==> config.mk <==
export PLATFORM = sky130hd
export DESIGN_NAME = timer_sequencer
export DESIGN_NICKNAME = d
export VERILOG_FILES = /design/src/rtl/timer_pkg.sv /design/src/rtl/time_field_counter.sv /design/src/rtl/timer_sequencer.sv
export SDC_FILE = /design/constraint.sdc
export NUM_CORES = 1
export LEC_CHECK = 0
export ABC_AREA = 1
export CAP_MARGIN = 20
export CORE_MARGIN = 1.5
export CORE_UTILIZATION = 40
export DETAILED_ROUTE_END_ITERATION = 10
export PLACE_DENSITY = 0.69
export SYNTH_ARGS = -nofsm -noshare
export SYNTH_HDL_FRONTEND = slang
export SYNTH_SLANG_ARGS = --single-unit
==> constraint.sdc <==
create_clock -name clk -period 3.5 [get_ports clk]
set_clock_uncertainty 0.1 [all_clocks]
set_input_delay 0.7 -clock clk [delete_from_list [all_inputs] [get_ports clk]]
set_output_delay 0.7 -clock clk [all_outputs]
set_load 0.1 [all_outputs]
==> src/rtl/timer_pkg.sv <==
// Shared definitions for the egg-timer controller: state encoding, key
// positions and the seconds limit.
package timer_pkg;

   // Encodings are fixed because the display drivers decode them directly.
   typedef enum logic [2:0] {
      SET_SEC   = 3'd0,
      SET_MIN   = 3'd1,
      RUN       = 3'd2,
      READY     = 3'd3,
      IDLE      = 3'd4,
      FLASH_ON  = 3'd5,
      FLASH_OFF = 3'd6,
      PAUSE     = 3'd7
   } state_t;

   // Bit positions within the active-low keypad bus.
   localparam int KEY_CLR = 0;
   localparam int KEY_SEL = 1;
   localparam int KEY_GO  = 2;
   localparam int KEY_INC = 3;

   localparam int SEC_MAX = 59;

endpackage

==> src/rtl/time_field_counter.sv <==
// One time field (seconds or minutes): wrapping increment, decrement that
// wraps to MAX and flags a borrow, parallel load and clear.
module time_field_counter #(
   parameter int WIDTH = 6,
   parameter int MAX   = 59
) (
   input  logic             clk,
   input  logic             reset,
   input  logic             clr,
   input  logic             load,
   input  logic [WIDTH-1:0] load_val,
   input  logic             inc,
   input  logic             dec,
   output logic [WIDTH-1:0] value,
   output logic             borrow
);

   localparam logic [WIDTH-1:0] MAX_V = WIDTH'(MAX);
   localparam logic [WIDTH-1:0] ONE   = WIDTH'(1);

   // A decrement from zero asks the next-higher field to give up one unit.
   assign borrow = dec & (value == '0);

   // Field register: clear beats load, load beats inc, inc beats dec.
   always_ff @(posedge clk) begin
      // NOTE: state registers use non-blocking assignment so every flop
      // samples pre-edge values regardless of block ordering.
      if (reset || clr)
         value <= '0;
      else if (load)
         value <= load_val;
      else if (inc)
         value <= (value == MAX_V) ? '0 : value + ONE;
      else if (dec)
         value <= (value == '0) ? MAX_V : value - ONE;
   end

endmodule

==> src/rtl/timer_sequencer.sv <==
// Egg-timer controller: keypad edge detection, time setting, tick-driven
// countdown with pause, and a bounded alarm flash that restores the preset.
module timer_sequencer
   import timer_pkg::*;
#(
   parameter int MIN_MAX     = 59,
   parameter int MIN_WIDTH   = 6,
   parameter int FLASH_COUNT = 10
) (
   input  logic                 clk,
   input  logic                 reset,
   input  logic                 tick,
   input  logic [3:0]           key,
   output logic [2:0]           state,
   output logic [MIN_WIDTH-1:0] min_out,
   output logic [5:0]           sec_out,
   output logic                 alarm,
   output logic                 done
);

   localparam int                FC_W       = $clog2(FLASH_COUNT + 1);
   localparam logic [FC_W-1:0]   FLASH_LAST = FC_W'(FLASH_COUNT - 1);

   state_t               state_r, state_next;
   logic [3:1]           key_q;       // clear is a level, so its history is not kept
   logic                 press_sel, press_go, press_inc;
   logic                 clear;
   logic [MIN_WIDTH-1:0] min_val, preset_min;
   logic [5:0]           sec_val, preset_sec;
   logic [FC_W-1:0]      fcnt;
   logic                 sec_inc, min_inc, sec_dec, sec_borrow, min_borrow_unused;
   logic                 restore, preset_load, fcnt_inc, fcnt_clr, done_next;
   logic                 last_second, time_zero;

   assign clear     = ~key[KEY_CLR];
   assign press_sel = ~key[KEY_SEL] & key_q[KEY_SEL];
   assign press_go  = ~key[KEY_GO]  & key_q[KEY_GO];
   assign press_inc = ~key[KEY_INC] & key_q[KEY_INC];

   assign time_zero   = (min_val == '0) && (sec_val == '0);
   assign last_second = (min_val == '0) && (sec_val == 6'd1);

   // Previous-cycle key sample for press detection; keeps sampling during clear.
   always_ff @(posedge clk) begin
      if (reset) key_q <= 3'b111;
      else       key_q <= key[3:1];
   end

   time_field_counter #(.WIDTH(6), .MAX(SEC_MAX)) u_sec (
      .clk(clk), .reset(reset), .clr(clear), .load(restore), .load_val(preset_sec),
      .inc(sec_inc), .dec(sec_dec), .value(sec_val), .borrow(sec_borrow)
   );

   // Minutes count down only when seconds roll under; there is no hours field
   // to receive the minute borrow.
   time_field_counter #(.WIDTH(MIN_WIDTH), .MAX(MIN_MAX)) u_min (
      .clk(clk), .reset(reset), .clr(clear), .load(restore), .load_val(preset_min),
      .inc(min_inc), .dec(sec_borrow), .value(min_val), .borrow(min_borrow_unused)
   );

   // Next-state and control strobes; clear overrides every per-state action.
   always_comb begin
      // NOTE: every signal driven here gets a default first so no path
      // leaves it unassigned and infers a latch.
      state_next  = state_r;
      sec_inc     = 1'b0;
      min_inc     = 1'b0;
      sec_dec     = 1'b0;
      restore     = 1'b0;
      preset_load = 1'b0;
      fcnt_inc    = 1'b0;
      fcnt_clr    = 1'b0;
      done_next   = 1'b0;
      if (clear) begin
         state_next = IDLE;
      end else begin
         unique case (state_r)
            IDLE: state_next = SET_SEC;
            SET_SEC: begin
               sec_inc = press_inc;
               if (press_sel) state_next = SET_MIN;
            end
            SET_MIN: begin
               min_inc = press_inc;
               if (press_sel) state_next = READY;
            end
            READY: begin
               if (press_sel) begin
                  state_next = SET_SEC;
               end else if (press_go && !time_zero) begin
                  state_next  = RUN;
                  preset_load = 1'b1;
               end
            end
            RUN: begin
               sec_dec = tick;
               // Expiry on this tick outranks a simultaneous pause request.
               if (tick && last_second) begin
                  state_next = FLASH_ON;
                  done_next  = 1'b1;
               end else if (press_go) begin
                  state_next = PAUSE;
               end
            end
            PAUSE: if (press_go) state_next = RUN;
            FLASH_ON, FLASH_OFF: begin
               if (press_go) begin
                  state_next = READY;
                  restore    = 1'b1;
                  fcnt_clr   = 1'b1;
               end else if (tick && state_r == FLASH_ON) begin
                  state_next = FLASH_OFF;
               end else if (tick && fcnt == FLASH_LAST) begin
                  state_next = READY;
                  restore    = 1'b1;
                  fcnt_clr   = 1'b1;
               end else if (tick) begin
                  state_next = FLASH_ON;
                  fcnt_inc   = 1'b1;
               end
            end
            default: state_next = IDLE;
         endcase
      end
   end

   // State and done are registered so the display sees glitch-free values.
   always_ff @(posedge clk) begin
      if (reset) begin
         state_r <= IDLE;
         done    <= 1'b0;
      end else begin
         state_r <= state_next;
         done    <= done_next;
      end
   end

   // Preset captured at start so the alarm phase can restore the programmed time.
   always_ff @(posedge clk) begin
      if (reset || clear) begin
         preset_min <= '0;
         preset_sec <= '0;
      end else if (preset_load) begin
         preset_min <= min_val;
         preset_sec <= sec_val;
      end
   end

   // Counts completed FLASH_ON/FLASH_OFF pairs.
   always_ff @(posedge clk) begin
      if (reset || clear || fcnt_clr) fcnt <= '0;
      else if (fcnt_inc)              fcnt <= fcnt + FC_W'(1);
   end

   assign state   = state_r;
   assign min_out = min_val;
   assign sec_out = sec_val;
   assign alarm   = (state_r == FLASH_ON);

endmodule

==> flow_metrics.env, run 1 <==
export IMPL_status="finished clean"
export IMPL_ys_ff_latch=35
export IMPL_ir_worst_vdd_mv=0.179
export IMPL_nNetsFinal=386
export IMPL_syn_nets=364
export IMPL_ys_warn_count=0
export IMPL_drc=0
export IMPL_critPathBufInv=1
export IMPL_postRouteAntennaNets=0
export IMPL_synth_cell_types=34
export IMPL_wl_met3_um=184
export IMPL_cp_start_kind="register"
export IMPL_hp_start="preset_min[4]"
export IMPL_cts_hold_buffers=0
export IMPL_grt_pass1_wl_um=9570
export IMPL_cts_buffers_inserted=5
export IMPL_max_freq_mhz=397
export IMPL_rows=27
export IMPL_drive_gt1_share_pct=11.6
export IMPL_io_buffers=23
export IMPL_area_growth_syn_to_layout_pct=13.2
export IMPL_powerDensity_nw_per_um2=335
export IMPL_holdCritPathClass="reg -> reg"
export IMPL_final_hold_viol_count=0
export IMPL_total_power_uw=888
export IMPL_crit_fanout=1
export IMPL_antenna_found_initial=0
export IMPL_synth_top_area_share_pct=29.9
export IMPL_synth_cells=348
export IMPL_synth_largest_area_cell="dfxtp_1"
export IMPL_synthTopCellsByArea="dfxtp_1 30%, nand2_1 10%, nand3_1 7.9%, o21ai_0 6.8%, inv_1 6.7%"
export IMPL_dr_pass1_iters=4
export IMPL_worstMarginPinSlew_ns=0.957
export IMPL_ios=24
export IMPL_cts_tree="built"
export IMPL_final_cells=443
export IMPL_finalSetupViolCount=0
export IMPL_cp_arrival_ns=1.72
export IMPL_synth_avg_cell_area_um2=6.72
export IMPL_period_share_pct=72.0
export IMPL_netlist_area_um2=2340
export IMPL_post_dp_hpwl_um=3960
export IMPL_cts_buffer_depth=2
export IMPL_wl_met2_um=2390
export IMPL_nFillCells=589
export IMPL_rsz0062_at_grt="no"
export IMPL_grt_usage_pct=18.9
export IMPL_cp_startpoint="done"
export IMPL_r2r_start="u_min.value[0]"
export IMPL_die_area_um2=6320
export IMPL_cpLargestDelayFamily="buffers and inverters"
export IMPL_post_cts_setup_buffer_count=0
export IMPL_n_antenna_cell=0
export IMPL_grt_ovfl_total=0
export IMPL_drv_cap=0
export IMPL_period_needed_ns=2.52
export IMPL_clk_latency_ns=0.29
export IMPL_cts_root_buf="clkbuf_8"
export IMPL_cts_sinks=35
export IMPL_highest_layer="met4"
export IMPL_slew_headroom_pct=36.0
export IMPL_vias=2228
export IMPL_synth_seq_area_share_pct=29.9
export IMPL_cts_htree_levels=2
export IMPL_drt_wl_total_um=5500
export IMPL_worstPathRequired_ns=2.70
export IMPL_gp_congestion=0.882
export IMPL_totalNegativeSetupSlack_ns=0
export IMPL_coreArea_um2=5570
export IMPL_path_cells="clkdlybuf4s50_1"
export IMPL_avgViaCountPerCell=5.03
export IMPL_clk_pin_slew_worst_paths_ns=0.08
export IMPL_wl_per_cell_um=12.4
export IMPL_placed_cells=435
export IMPL_slew_violations=0
export IMPL_grt_max_degree=25
export IMPL_crit_type="reg -> out"
export IMPL_cpMaxStageDelayCell="clkdlybuf4s50_1"
export IMPL_grt_pass1_vias=2092
export IMPL_leakage_nw=1.19
export IMPL_ctsResizeCount=0
export IMPL_die_y_um=79.5
export IMPL_initial_core_util_pct=42.0
export IMPL_drtIter0Drc=99
export IMPL_slowest_delay_ns=1.12
export IMPL_crit_path_end_kind="output pin"
export IMPL_met1_length_um=2870
export IMPL_die_w_um=79.5
-- logic make-up (layout without fill, tap and decap cells) --
kind of cell	Yosys count	in the layout	synth area share, %
compound gates	67	67	15.2
xor+xnor	13	13	4.87
fa+ha+maj	9	9	4.81
buf+inv	54	77	10.3
flops	35	35	29.9
simple gates	170	170	34.9
-- cell type report --
| type | count | area (um2) | share of cell area (%) |
|---|---|---|---|
| Clock buffer | 5 | 68.8 | 2.60 |
| Clock inverter | 3 | 20.0 | 0.756 |
| Inverter | 44 | 165 | 6.24 |
| Multi-Input combinational cell | 259 | 1400 | 52.8 |
| Sequential cell | 35 | 701 | 26.5 |
| Tap cell | 72 | 90.1 | 3.40 |
| Timing Repair Buffer | 25 | 205 | 7.75 |
-- metal layers --
layer / vias to the layer above / global-route usage (%)
li1: 1188 / -
met2: 33 / 29.7
met5: - / 0
met3: 7 / 4.57
met4: 0 / 4.56
met1: 1000 / 26.0
-- path summary, 6_finish.rpt --
check	slack, ns	to	depth (start not counted)
worst max-delay path	0.98	done	1
worst min-delay path	0.35	preset_min[4]	2
worst max register to register	1.28	preset_min[1]	8
worst min register to register	0.35	preset_min[4]	2
-- registers in the layout, indices dropped and copies added, names as in the netlist --
register,flops
key_q,3
u_min.value,6
u_sec.value,6
fcnt,4
state,3
done,1
preset_sec,6
preset_min,6
-- power by group --
group,internal [mW],leakage (nW),switching [mW]
logic,0.0491,0.865,0.122
clock network,0.139,0.0402,0.162
registers,0.405,0.283,0.0120
total,0.593,1.19,0.295
-- cell usage after synthesis --
library cell  instances
clkbuf_1              1
a21oi_1              26
o21ai_0              32
xnor2_1               4
nand3_1              37
buf_6                 2
nor2_1               39
nand3_2               1
nor2_4                4
nor3_1                3
nor4_1                1
nand3b_1              1
nand4_1              11
nand2_4               1
nor3b_1               1
or2_2                 3
a21boi_0              2
buf_4                 2
ha_1                  9
dfxtp_1              35
inv_2                 2
nand2_8               1
buf_2                 4
o21ai_1               4
nor2_2                1
nand4_2               1
xor2_1                9
nand2_1              63
o211ai_1              1
a31oi_1               1
inv_1                42
clkbuf_8              1
o21ai_4               1
nor3_2                2
-- placed cells by master, fill, tap and decap left out, drive strengths merged --
cell type and instances:
buf 18, o211ai 1, dfxtp 35, nor3b 1, nand4 12, or2 3, xor2 9, nand3b 1
a21oi 26, nor2 44, a21boi 2, clkinv 1, clkinvlp 2, xnor2 4, nand2 65, nor3 5
o21ai 37, nor4 1, a31oi 1, inv 44, clkbuf 5, clkdlybuf4s50 7, nand3 38, ha 9
-- worst register-to-register path, stage by stage, from the launching register on --
cell and delay, ns:
dfxtp_1 0.46, inv_1 0.16, ha_1 0.24, nand2_1 0.09, nor2_1 0.08, nand2_1 0.11
nand4_2 0.44, o21ai_0 0.35, a21oi_1 0.07
-- metrics by stage --
step                setup slack (ns)  utilization, %  area [um2]  hold WS [ns]
CTS                            0.965            47.5        2650         0.347
global route                   0.845            47.5        2650         0.362
finish                         0.979            47.5        2650         0.348
floorplan                      0.913               -        2340         0.320
detailed placement             0.803            45.9        2560         0.336
global placement               0.800            45.9        2560         0.331
Note: power is estimated with default switching activity, not from simulation.
==> run 2, diff against run 1 <==
==> constraint.sdc (replaced) <==
create_clock -name clk -period 2.5 [get_ports clk]
set_clock_uncertainty 0.1 [all_clocks]
set_input_delay 0.5 -clock clk [delete_from_list [all_inputs] [get_ports clk]]
set_output_delay 0.5 -clock clk [all_outputs]
set_load 0.1 [all_outputs]
==> flow_metrics.env, run 2 (synthesized netlist as in run 1, its figures left out) <==
export IMPL_cts_sinks=35
export IMPL_drtIter0Drc=171
export IMPL_final_hold_viol_count=0
export IMPL_slew_violations=0
export IMPL_clk_pin_slew_worst_paths_ns=0.08
export IMPL_critPathBufInv=2
export IMPL_wl_per_cell_um=12.5
export IMPL_grtUsageMet1_pct=24.7
export IMPL_grt_max_degree=25
export IMPL_ctsResizeCount=0
export IMPL_cp_start_kind="input port"
export IMPL_die_w_um=79.5
export IMPL_grt_ovfl_total=0
export IMPL_holdCritPathClass="reg -> reg"
export IMPL_powerDensity_nw_per_um2=472
export IMPL_rows=27
export IMPL_ir_worst_vdd_mv=0.229
export IMPL_die_y_um=79.5
export IMPL_cts_tree="built"
export IMPL_placed_cells=440
export IMPL_cp_arrival_ns=2.11
export IMPL_cts_buffer_depth=2
export IMPL_status="finished clean"
export IMPL_crit_type="in -> reg"
export IMPL_drc=0
export IMPL_use_met2_pct=33.0
export IMPL_final_cell_mix="63 x nand2_1, 42 x inv_1, 39 x nor2_1, 37 x nand3_1"
export IMPL_drv_cap=0
export IMPL_initial_core_util_pct=42.0
export IMPL_coreArea_um2=5570
export IMPL_vias=2312
export IMPL_postRouteAntennaNets=0
export IMPL_period_needed_ns=2.03
export IMPL_antenna_found_initial=0
export IMPL_grt_usage_pct=19.7
export IMPL_gr_usage_met3_pct=3.66
export IMPL_path_cells="clkdlybuf4s50_1 -> nand4_1 -> o21ai_4 -> nand2_4 -> nand3_2 -> inv_1 -> nor2_1 -> nor2_1"
export IMPL_post_cts_setup_buffer_count=0
export IMPL_cts_root_buf="clkbuf_8"
export IMPL_r2r_setup_slack_ns=0.59
export IMPL_finalSetupViolCount=0
export IMPL_period_share_pct=81.0
export IMPL_rsz0062_at_grt="no"
export IMPL_totalNegativeSetupSlack_ns=0
export IMPL_crit_path_end_kind="register"
export IMPL_area_growth_syn_to_layout_pct=15.0
export IMPL_grt_pass1_wl_um=9970
export IMPL_cts_buffers_inserted=5
export IMPL_cts_htree_levels=2
export IMPL_drive_gt1_share_pct=13.8
export IMPL_grt_busiest_layer="met2"
export IMPL_crit_fanout=21
export IMPL_drt_wl_total_um=5600
export IMPL_layout_commonest_cell="nand2_1"
export IMPL_dr_pass1_iters=4
export IMPL_io_buffers=23
export IMPL_total_power_mw=1.27
export IMPL_final_cells=448
export IMPL_gp_congestion=0.916
export IMPL_cts_hold_buffers=0
export IMPL_worstMarginPinSlew_ns=0.476
export IMPL_nNetsFinal=391
export IMPL_cpLargestDelayFamily="simple AND/OR/NAND/NOR gates"
export IMPL_ios=24
export IMPL_clk_latency_ns=0.29
export IMPL_grt_pass1_vias=2265
export IMPL_worstPathRequired_ns=2.59
export IMPL_slowest_delay_ns=0.56
export IMPL_post_dp_hpwl_um=4150
export IMPL_avgViaCountPerCell=5.16
export IMPL_crit_top_cell="nor2_1"
export IMPL_slew_headroom_pct=68.0
export IMPL_cpMaxStageDelayCell="clkdlybuf4s50_1"
export IMPL_die_area_um2=6320
export IMPL_leakage_nw=1.22
export IMPL_n_antenna_cell=0
export IMPL_max_freq_mhz=494
## run 2: cell types whose count changed in the layout (fill, tap and decap cells not counted)
cell / delta
dfxtp_2: +3
dfxtp_1: -3
clkdlybuf4s50_1: -1
inv_6: +1
buf_4: +6
clkinv_2: -1
## run 2: cell type report
type,instances,area [um2]
clock buffer,5,68.8
clock inverter,3,23.8
fill,587,2880
inverter,44,165
multi-input combinational,259,1400
sequential,35,704
tap,72,90.1
timing repair buffer,30,240
## run 2: metrics by stage
stage	utilization (%)	hold WS, ns	instance area, um2	setup WS (ns)
2_1_floorplan	-	0.320	2340	0.0387
3_3_place_gp	46.6	0.328	2600	0.247
3_5_place_dp	46.6	0.333	2600	0.159
4_1_cts	48.3	0.346	2690	0.475
5_1_grt	48.3	0.373	2690	0.241
6_report	48.3	0.343	2690	0.474
## run 2: worst min-delay path, delay by kind of cell (launching register included)
| family | cells | cell delay (ns) |
|---|---|---|
| flip-flops | 1 | 0.31 |
| AO/OA/AOI/OAI | 1 | 0.05 |
| buffers and inverters | 1 | 0.04 |
## run 2: worst paths after layout
path / start / cells after the start / end
setup / recovery: tick / 8 / u_min.value[0]
hold / removal: preset_min[1] / 2 / preset_min[1]
setup reg to reg: u_min.value[0] / 9 / preset_sec[3]
hold reg to reg: preset_min[1] / 2 / preset_min[1]
## run 2: per-layer routing
metal / vias up / wire length [um]
met5: - / 0
met4: 0 / 57
met3: 4 / 250
met2: 66 / 2650
met1: 1043 / 2640
li1: 1199 / -
## run 2: power breakdown
group | leakage [nW] | switching (mW) | internal [mW]
logic | 0.891 | 0.172 | 0.0734
registers | 0.284 | 0.0174 | 0.568
clock network | 0.0408 | 0.240 | 0.199
==> run 3, diff against run 2 <==
==> constraint.sdc (replaced) <==
create_clock -name clk -period 1.9 [get_ports clk]
set_clock_uncertainty 0.1 [all_clocks]
set_input_delay 0.38 -clock clk [delete_from_list [all_inputs] [get_ports clk]]
set_output_delay 0.38 -clock clk [all_outputs]
set_load 0.1 [all_outputs]
==> flow_metrics.env, run 3 (synthesized netlist as in run 1, its figures left out) <==
export IMPL_clk_pin_slew_worst_paths_ns=0.08
export IMPL_grt_pass1_vias=2205
export IMPL_wl_per_cell_um=12.0
export IMPL_cp_startpoint="key[0]"
export IMPL_crit_type="in -> reg"
export IMPL_cts_htree_levels=2
export IMPL_final_hold_viol_count=0
export IMPL_rsz0062_at_grt="no"
export IMPL_utilization_pct=56.4
export IMPL_clk_latency_ns=0.30
export IMPL_n_antenna_cell=0
export IMPL_status="finished clean"
export IMPL_cts_tree="built"
export IMPL_ir_worst_vdd_mv=0.342
export IMPL_cp_arrival_ns=1.83
export IMPL_crit_path_end_kind="register"
export IMPL_ios=24
export IMPL_worstMarginPinSlew_ns=0.316
export IMPL_drive_gt1_share_pct=22.4
export IMPL_drt_wl_total_um=5650
export IMPL_grt_ovfl_total=0
export IMPL_final_cells=469
export IMPL_max_freq_mhz=572
export IMPL_antenna_found_initial=0
export IMPL_die_w_um=79.5
export IMPL_grt_usage_pct=19.6
export IMPL_vias=2388
export IMPL_cts_root_buf="clkbuf_8"
export IMPL_worstPathRequired_ns=1.98
export IMPL_period_share_pct=92.0
export IMPL_io_buffers=23
export IMPL_cts_buffers_inserted=5
export IMPL_preCtsSetupSlack_ns=-0.128
export IMPL_die_y_um=79.5
export IMPL_crit_fanout=8
export IMPL_cp_start_kind="input port"
export IMPL_r2r_start="fcnt[1]"
export IMPL_nFillCells=536
export IMPL_rows=27
export IMPL_final_cell_area_um2=3150
export IMPL_avgViaCountPerCell=5.09
export IMPL_post_dp_hpwl_um=4270
export IMPL_placed_cells=461
export IMPL_drc=0
export IMPL_leakage_nw=1.40
export IMPL_total_power_mw=1.72
export IMPL_grt_pass1_wl_um=9940
export IMPL_gp_congestion=0.916
export IMPL_coreArea_um2=5570
export IMPL_cts_sinks=35
export IMPL_initial_core_util_pct=42.0
export IMPL_place_area_um2=3040
export IMPL_slew_headroom_pct=78.8
export IMPL_post_cts_setup_buffer_count=0
export IMPL_postRouteAntennaNets=0
export IMPL_r2r_setup_slack_ns=0.17
export IMPL_period_needed_ns=1.75
export IMPL_area_growth_syn_to_layout_pct=34.4
export IMPL_finalSetupViolCount=0
export IMPL_r2r_end="u_min.value[0]"
export IMPL_setup_slack_ns=0.151
export IMPL_drtIter0Drc=118
export IMPL_die_area_um2=6320
export IMPL_slew_violations=0
export IMPL_grt_max_degree=25
export IMPL_cts_buffer_depth=2
export IMPL_drv_cap=0
export IMPL_layout_commonest_cell="nand2_1"
export IMPL_final_cell_mix="63 x nand2_1, 41 x inv_1, 38 x nor2_1, 37 x nand3_1, 32 x o21ai_0"
export IMPL_nNetsFinal=412
export IMPL_worstSetupEndpoint="u_sec.value[0]"
export IMPL_powerDensity_nw_per_um2=547
export IMPL_holdCritPathClass="reg -> reg"
export IMPL_dr_pass1_iters=4
export IMPL_reg2regPathDepth=10
==> run 3: changes by cell type in the layout (fill, tap and decap cells not counted), sizes merged <==
cell      change
buf          +21
clkinv        +2
clkinvlp      -1
inv           -1
==> run 3: per-stage QoR <==
| step | hold WS [ns] | TNS (ns) |
|---|---|---|
| 6_report | 0.343 | 0 |
| 3_5_place_dp | 0.332 | -1.82 |
| 3_3_place_gp | 0.327 | -1.71 |
| 2_1_floorplan | 0.320 | 0 |
| 5_1_grt | 0.370 | 0 |
| 4_1_cts | 0.345 | 0 |
==> run 3: report_power, final <==
part	leakage [nW]	total, mW	internal, mW	switching, mW
sequential	0.293	0.766	0.741	0.0248
clock	0.0443	0.570	0.262	0.308
combinational	1.06	0.385	0.150	0.235
==> run 3: layer usage <==
layer  wire length, um  vias to the layer above  GRT usage (%)  share of wire, %
li1                  -                     1242              -                 -
met1              2620                     1096           25.1                46
met2              2740                       44           32.8                49
met3               229                        6           4.00               4.1
met4                57                        0           6.32               1.0
met5                 0                        -              0                 0
==> run 3: cell type report <==
class,count,area [um2],share of cell area [%]
Tap cell,72,90.1,2.86
Timing Repair Buffer,51,648,20.6
Clock buffer,5,68.8,2.19
Inverter,44,168,5.33
Multi-Input combinational cell,259,1410,44.7
Clock inverter,3,25.0,0.796
Sequential cell,35,741,23.5
==> run 3: critical path, cell delays in order <==
cell             delay, ns
clkdlybuf4s50_1       0.48
inv_1                 0.19
nor3_2                0.08
buf_4                 0.14
nor2_4                0.21
nand2_8               0.09
o21ai_0               0.19
a21oi_1               0.07
==> run 3: repair_timing <==
action,4_1_cts,5_1_grt
setup endpoints to repair,0,14
hold buffers,0,0
gates resized for setup,0,5
==> run 3: worst min path at each step <==
stage	endpoint	start	slack (ns)	depth (start not counted)
global route	preset_min[4]	preset_min[4]	0.37	2
detailed placement	preset_sec[5]	preset_sec[5]	0.33	2
global placement	preset_sec[5]	preset_sec[5]	0.33	2
finish	preset_min[1]	preset_min[1]	0.34	2
floorplan	preset_sec[5]	preset_sec[5]	0.32	2
CTS	preset_sec[5]	preset_sec[5]	0.35	2
